**src/rtl/fetch_pkg.sv**
```systemverilog
// Shared constants and hold-buffer state encoding for the fetch stage.
package fetch_pkg;

    localparam int unsigned XLEN = 32;
    localparam logic [XLEN-1:0] NOP_INST = 32'h0000_0013;

    typedef enum logic {
        HOLD_EMPTY = 1'b0,
        HOLD_HELD  = 1'b1
    } hold_state_e;

endpackage

```
**src/rtl/fetch_if.sv**
```systemverilog
// Instruction memory bus between the fetch stage (master) and a synchronous memory (slave).
interface fetch_if;
    import fetch_pkg::*;

    logic [XLEN-1:0] imem_addr;
    logic [XLEN-1:0] imem_rdata;

    modport master (output imem_addr, input imem_rdata);
    modport slave  (input imem_addr, output imem_rdata);

endinterface

```
**src/rtl/inst_hold_buf.sv**
```systemverilog
// Captures the decode-stage instruction word while decode is stalled, since the
// synchronous memory output moves on once its address advances.
module inst_hold_buf
    import fetch_pkg::*;
(
    input  logic            clk,
    input  logic            rst,
    input  logic            stall_i,
    input  logic            flush_i,
    input  logic [XLEN-1:0] data_i,
    output logic            held_o,
    output logic [XLEN-1:0] data_o
);

    hold_state_e     state_q, state_d;
    logic [XLEN-1:0] data_q, data_d;

    always_ff @(posedge clk or posedge rst) begin
        if (rst) begin
            state_q <= HOLD_EMPTY;
            data_q  <= '0;
        end else begin
            state_q <= state_d;
            data_q  <= data_d;
        end
    end

    always_comb begin
        state_d = state_q;
        data_d  = data_q;
        if (flush_i) begin
            state_d = HOLD_EMPTY;
            data_d  = '0;
        end else begin
            case (state_q)
                HOLD_EMPTY: begin
                    if (stall_i) begin
                        state_d = HOLD_HELD;
                        data_d  = data_i;
                    end
                end
                HOLD_HELD: begin
                    if (!stall_i) state_d = HOLD_EMPTY;
                end
                default: state_d = HOLD_EMPTY;
            endcase
        end
    end

    assign held_o = (state_q == HOLD_HELD);
    assign data_o = data_q;

endmodule

```
**src/rtl/fetch_unit.sv**
```systemverilog
// Fetch stage: PC register, IF/ID pipeline register and decode hold buffer.
// Optional statistics counters are enabled with FETCH_STAT_EN.
module fetch_unit
    import fetch_pkg::*;
#(
    parameter logic [XLEN-1:0] RESET_PC = 32'h0000_0000
)(
    input  logic            clk,
    input  logic            rst,
    input  logic [XLEN-1:0] npc,
    input  logic            stallF,
    input  logic            stallD,
    input  logic            flushD,
    fetch_if.master         imem,
    output logic [XLEN-1:0] PC_IF,
    output logic [XLEN-1:0] PC_plus4,
    output logic [XLEN-1:0] PC_ID,
    output logic [XLEN-1:0] inst_ID,
    output logic            valid_ID
`ifdef FETCH_STAT_EN
    ,
    output logic [31:0]     fetch_cnt,
    output logic [31:0]     flush_cnt,
    output logic [31:0]     stall_cnt
`endif
);

    logic [XLEN-1:0] pc_if_q, pc_if_d;
    logic [XLEN-1:0] pc_id_q;
    logic            valid_id_q;
    logic            held;
    logic [XLEN-1:0] held_data;

    // Masking keeps every npc bit in use while forcing word alignment.
    assign pc_if_d = npc & ~32'd3;

    always_ff @(posedge clk or posedge rst) begin
        if (rst) begin
            pc_if_q <= RESET_PC;
        end else if (!stallF) begin
            pc_if_q <= pc_if_d;
        end
    end

    always_ff @(posedge clk or posedge rst) begin
        if (rst) begin
            pc_id_q    <= '0;
            valid_id_q <= 1'b0;
        end else if (flushD) begin
            valid_id_q <= 1'b0;
        end else if (!stallD) begin
            pc_id_q    <= pc_if_q;
            valid_id_q <= !stallF;
        end
    end

    inst_hold_buf u_hold (
        .clk     (clk),
        .rst     (rst),
        .stall_i (stallD),
        .flush_i (flushD),
        .data_i  (imem.imem_rdata),
        .held_o  (held),
        .data_o  (held_data)
    );

    assign imem.imem_addr = pc_if_q;
    assign PC_IF          = pc_if_q;
    assign PC_plus4       = pc_if_q + 32'd4;
    assign PC_ID          = pc_id_q;
    assign valid_ID       = valid_id_q;
    // Invalid decode slots (reset, flush, bubble) always present a NOP.
    assign inst_ID        = !valid_id_q ? NOP_INST :
                            held        ? held_data : imem.imem_rdata;

`ifdef FETCH_STAT_EN
    logic [31:0] fetch_cnt_q, flush_cnt_q, stall_cnt_q;

    always_ff @(posedge clk or posedge rst) begin
        if (rst) begin
            fetch_cnt_q <= '0;
            flush_cnt_q <= '0;
            stall_cnt_q <= '0;
        end else begin
            if (!flushD && !stallD && !stallF && fetch_cnt_q != '1)
                fetch_cnt_q <= fetch_cnt_q + 32'd1;
            if (flushD && flush_cnt_q != '1)
                flush_cnt_q <= flush_cnt_q + 32'd1;
            if (stallF && stall_cnt_q != '1)
                stall_cnt_q <= stall_cnt_q + 32'd1;
        end
    end

    assign fetch_cnt = fetch_cnt_q;
    assign flush_cnt = flush_cnt_q;
    assign stall_cnt = stall_cnt_q;
`endif

endmodule

```
**src/flat_wrapper.sv**
```systemverilog
// flat-port wrapper written by rule: the top's interface ports become plain ports
module fetch_unit_flat import fetch_pkg::*;
#(
    parameter logic [XLEN-1:0] RESET_PC = 32'h0000_0000
)
  (clk, rst, npc, stallF, stallD, flushD, PC_IF, PC_plus4, PC_ID, inst_ID, valid_ID, imem_imem_addr, imem_imem_rdata);
  fetch_if imem_i ();
  input  logic clk;
  input  logic rst;
  input  logic [XLEN-1:0] npc;
  input  logic stallF;
  input  logic stallD;
  input  logic flushD;
  output logic [XLEN-1:0] PC_IF;
  output logic [XLEN-1:0] PC_plus4;
  output logic [XLEN-1:0] PC_ID;
  output logic [XLEN-1:0] inst_ID;
  output logic valid_ID;
  output wire logic [$bits(imem_i.imem_addr)-1:0] imem_imem_addr;
  input wire logic [$bits(imem_i.imem_rdata)-1:0] imem_imem_rdata;
  assign imem_imem_addr = imem_i.imem_addr;
  assign imem_i.imem_rdata = imem_imem_rdata;
  fetch_unit #(.RESET_PC(RESET_PC)) u_core (.clk(clk), .rst(rst), .npc(npc), .stallF(stallF), .stallD(stallD), .flushD(flushD), .imem(imem_i), .PC_IF(PC_IF), .PC_plus4(PC_plus4), .PC_ID(PC_ID), .inst_ID(inst_ID), .valid_ID(valid_ID));
endmodule
```
**config.mk**
```make
export PLATFORM = sky130hd
export DESIGN_NAME = fetch_unit_flat
export DESIGN_NICKNAME = d
export VERILOG_FILES = /design/src/rtl/fetch_pkg.sv /design/src/rtl/fetch_if.sv /design/src/rtl/inst_hold_buf.sv /design/src/rtl/fetch_unit.sv /design/src/flat_wrapper.sv
export SDC_FILE = /design/constraint.sdc
export NUM_CORES = 1
export LEC_CHECK = 0
export BUFFER_PORTS_ARGS = -buffer_cell sky130_fd_sc_hd__buf_2
export CORE_ASPECT_RATIO = 1.1
export CORE_MARGIN = 3
export CORE_UTILIZATION = 49
export CTS_CLUSTER_DIAMETER = 150
export CTS_CLUSTER_SIZE = 16
export DETAILED_ROUTE_END_ITERATION = 8
export PLACE_DENSITY = 0.8
export SLEW_MARGIN = 5
export SYNTH_ARGS = -nofsm -noshare
export SYNTH_HDL_FRONTEND = slang
export SYNTH_HIERARCHICAL = 1
export SYNTH_SLANG_ARGS = --single-unit
```
**constraint.sdc**
```tcl
create_clock -name clk -period 2.3 [get_ports clk]
set_clock_uncertainty 0.1 [all_clocks]
set_input_delay 0.46 -clock clk [delete_from_list [all_inputs] [get_ports clk]]
set_output_delay 0.46 -clock clk [all_outputs]
set_load 0.01 [all_outputs]
```
* Word-level counts from Yosys, hierarchy flattened
Cells that the tools add are included.
** Storage, ports and cells
- Register bits after elaboration :: 94
- Bits in latches :: 0
- Memory bits (writable) :: 0
- Bits in read-only memories :: 0
- Bits of input ports :: 69
- Output and inout port bits :: 161
- Logic and storage cells :: 23
- Memories :: 0
** Operators by class
- Add/sub/neg operators :: 1
- Multipliers :: 0
- Divide/modulo/power cells :: 0
- Order comparisons :: 0
- Eq/ne operators :: 2
- Shifts and indexed selects :: 0
- Mux-type cells :: 9
- Bitwise logic cells :: 2
- Reductions and logical operators :: 4
** Operator list (count)
- two-way mux 32 bit :: 5
- adder 32 x 3 -> 32 bit, second input constant :: 1
- two-way mux 1 bit :: 4
- AND reduction 2 bit :: 2
- != test 2 x 1 -> 1 bit, second input constant :: 1
- != test 2 bit, second input constant :: 1
- NOT 1 bit :: 2
- nonzero test 2 bit :: 1
- zero test 1 bit :: 1

* Depth between registers and ports, before layout
- Word-level depth :: 3
- Mapped depth :: 5
- Gate-level depth less buffers :: 4

* Cells and area by module
The synthesis kept the hierarchy.
** By module, submodules not included
- fetch_unit :: instances 1, cells an instance 331, area an instance 3747.3 um^2
- inst_hold_buf :: instances 1, cells an instance 148, area an instance 1701.6 um^2

* Worst setup path before layout
Ideal clock, no wire load.
- Path kind :: reg-to-output
- Start :: register u_core.pc_if_q[2], in the netlist u_core/PC_IF[2]
- End :: output port PC_plus4[17]
- Data arrival time :: 1.513 ns
- Setup slack :: 0.227 ns
- Stages on the path, launching flop included :: 6
- Buffers on the path :: 1
- Cells stage by stage :: dfrtp_1 -> and2_1 -> clkbuf_1 -> nand4_2 -> nor3_1 -> xor2_1
** Between the ends
- Longest elaborated chain between the ends :: 1
** RTL lines
- start, declared :: RTL line fetch_unit.sv:28 : logic [XLEN-1:0] pc_if_q, pc_if_d;
- start signal, assigned :: RTL line fetch_unit.sv:41 : pc_if_q <= pc_if_d;
- adder 32 x 3 -> 32 bit :: RTL line fetch_unit.sv:69 : assign PC_plus4 = pc_if_q + 32'd4;
- end, declared :: RTL line flat_wrapper.sv:15 : output logic [XLEN-1:0] PC_plus4;
Every way passes these cells.

* Worst setup path after layout
- Start :: register u_core.pc_if_q[22], in the netlist u_core/PC_IF[22]
- End :: output port PC_plus4[24]
Same word-level chain as after synthesis.

==> summary.md <==
| Metric | Value |
|---|---|
| Violations in the final reports | negative setup slack |
| Wirelength per Cell | 17.6 um |
| Drt drc | 0 |
| Synthesis Warnings | 6 |
| Cells after DPL | 804 |
| Die Height | 117 um |
| Number of global-route vias before repair | 4,454 |
| Clock buffer depth | 2 |
| Most frequent cells in the layout | buf_2 (219), dfrtp_1 (85), mux2_2 (60) |
| Final Cycle Share | 105% |
| Clock share of power | 30.2% |
| Initial antenna violation count | 0 |
| Power share of the sequential group | 43.6% |
| NetSw | 1410 uW |
| GR Overflow Total | 0 |
| CP Launch Type | register |
| CP Class | reg -> out |
| Final min period | 2400 ps |
| Syn Std Cell Area | 5450 sq um |
| CTS Sinks | 94 |
| H-tree depth | 3 |
| Die width | 107 um |
| Maximum capacitance violations | 0 |
| Final HPWL DP | 10,300 um |
| RSZ-0062 raised after global routing | true |
| # IOs | 230 |
| DRT Pass-1 Iters | 4 |
| WL final | 14,700 um |
| CTS Root Buffer Type | clkbuf_16 |
| Worst-path fanout max | 8 |
| Synth top area cells | dfrtp_1 (43%), mux2_2 (12%), nand4bb_1 (6.6%) |
| Seq cells post-synth | 94 |
| Clock-pin transition on the worst setup and hold timing paths | 70 ps |
| Crit path arrival time | 1840 ps |
| PD cells | 642 nW/um^2 |
| Area Overhead vs Synth | 31.3% |
| Final ANT Viol Nets | 0 |
| Ratio of cells with drive above 1 in the final layout | 56.1% |
| Largest area contributor in the netlist | dfrtp_1 |
| First-pass GRT wire length | 22,900 um |
| Final setup vio count | 13 |
| DR iter-0 viols | 190 |
| Final hold vios | 0 |
| Combinational share of power | 26.2% |
| Max VDD drop | 446 uV |
| P_int | 3190 uW |
| Data required, critical path | 1740 ps |
| Core area | 10,600 sq um |
| Die area | 12,400 sq um |
| Syn Area/Cell | 11.4 sq um |
| Max frequency | 416 MHz |
| Sw frac | 30.6% |
| Final core area utilization | 67.2% |
| Clock Latency Late Sink | 330 ps |
| Slew Viols, Final | 0 |
| P_leak | 0.00338 uW |
| Total number of vias | 4,370 |
| Seq/Total Area, Yosys | 43.2% |
| Finished Layout Cells | 837 |
| Crit path capture type | output pin |
| Routed vias/inst | 5.22 |
| IO Port Bufs | 219 |
| Worst setup margin | -104 ps |
| TritonCTS clock tree | yes |
| Synth unique cells | 38 |
| Starting Density | 51.2% |
| Top-area cell type share of the netlist area | 43.2% |
| Overall routing resource usage | 23.0% |
| Final Power | 4590 uW |
| Status | finished, violations left |
| Reg area | 2360 sq um |
| Commonest non-fill, non-tap cell in the layout | buf_2 |
| Row count | 39 |
| Area of the multi-input gates | 2820 sq um |
| Mapped Cells | 479 |
| Ant diodes | 0 |
| Layout fillers | 839 |
| GP Congestion | 0.805 |
| Pin count of the biggest net entering global routing | 59 |
| Worst Hold Class | in -> reg |
| Net count reported at finish | 759 |
| CTS Buf Count | 9 |
## critical path, cell delays in order, from the launching register on
cell     delay (ps)
dfrtp_1         360
nand4_1         170
nor4_4          330
buf_6           180
buf_4           110
nand2_2          50
xnor2_2         150
buf_2           160
## per-stage QoR
stage / area, sq um / setup slack [ps] / setup TNS [ps] / hold WS, ps
floorplan: 5480 / 227 / 0 / 406
global placement: 6560 / 203 / 0 / 240
detailed placement: 6560 / 199 / 0 / 254
CTS: 7020 / -69.7 / -429 / 242
global route: 7150 / -227 / -2460 / 243
finish: 7150 / -104 / -779 / 255
## power by group through the flow
stage / registers [uW] / logic (uW) / clock network, uW
2_1_floorplan: 2090 / 618 / 0
3_3_place_gp: 2010 / 1120 / 0
3_5_place_dp: 2030 / 1140 / 0
4_1_cts: 2000 / 1200 / 1430
5_1_grt: 2030 / 1300 / 1500
6_report: 2000 / 1200 / 1390
## final timing paths
kind	startpoint	end	slack [ps]	cells past startpoint
worst min-delay path	npc[2]	u_core/PC_IF[2]	260	2
worst max register to register	u_core/u_hold/held_o	u_core/u_hold/data_o[6]	530	3
worst min register to register	u_core/PC_ID[16]	u_core/PC_ID[16]	400	1
worst max-delay path	u_core/PC_IF[22]	PC_plus4[24]	-100	7
min in group asynchronous	rst	u_core/PC_ID[6]	460	3
max in group asynchronous	rst	u_core/u_hold/held_o	1060	4
## synthesized netlist by cell type (all sizes together)
library cell,instances
mux2,60
nor2,7
nor4,3
nor3,6
a21oi,1
nand4bb,32
buf,57
o21ai,32
nor2b,30
clkbuf,15
conb,1
nand3,7
dfrtp,94
or2,1
ha,1
nand2b,32
and2,2
and4,5
nand2,10
xnor2,17
and2b,1
inv,7
and3,4
mux2i,32
xor2,11
nand4,11
## per-layer routing
| metal | vias up | part of all wire (%) | track usage, % |
|---|---|---|---|
| li1 | 2044 | - | - |
| met1 | 2145 | 42 | 29.6 |
| met2 | 170 | 50 | 39.0 |
| met3 | 11 | 7.5 | 5.97 |
| met4 | 0 | 1.1 | 6.48 |
| met5 | - | 0 | 0 |
## kinds of logic (layout without fill, tap and decap cells)
logic type	after synthesis	in the layout	synth area share, %
AO/OA/AOI/OAI	33	33	3.79
XOR/XNOR	28	28	4.50
adder cells (fa/ha/maj)	1	1	0.230
buffers and inverters	79	286	8.93
flip-flops	94	94	43.2
multiplexers	92	92	18.3
other	1	8	0.0688
AND/OR/NAND/NOR	151	152	21.0
## cell type report
class | instances | area share, %
Clock buffer | 11 | 3.39
Clock inverter | 5 | 0.472
Inverter | 7 | 0.367
Multi-Input combinational cell | 314 | 39.4
Sequential cell | 94 | 33.0
Tap cell | 143 | 2.50
Timing Repair Buffer | 263 | 20.8
## repair_timing
| action | CTS | global route |
|---|---|---|
| endpoints found under the setup margin | 20 | 20 |
| resized for setup | 24 | 20 |
| endpoints found under the hold margin | 3 | 0 |
| buffers inserted | 10 | 5 |
| pin swaps | 11 | 17 |
| hold buffers | 1 | 0 |
| cloned | 1 | 0 |
## flip-flops by register name, indices dropped and copies added (netlist names)
register              cells
u_core/PC_IF             30
u_core/u_hold/held_o      1
u_core/valid_ID           1
u_core/u_hold/data_o     32
u_core/PC_ID             30
Power figures use the tool's default switching activity.
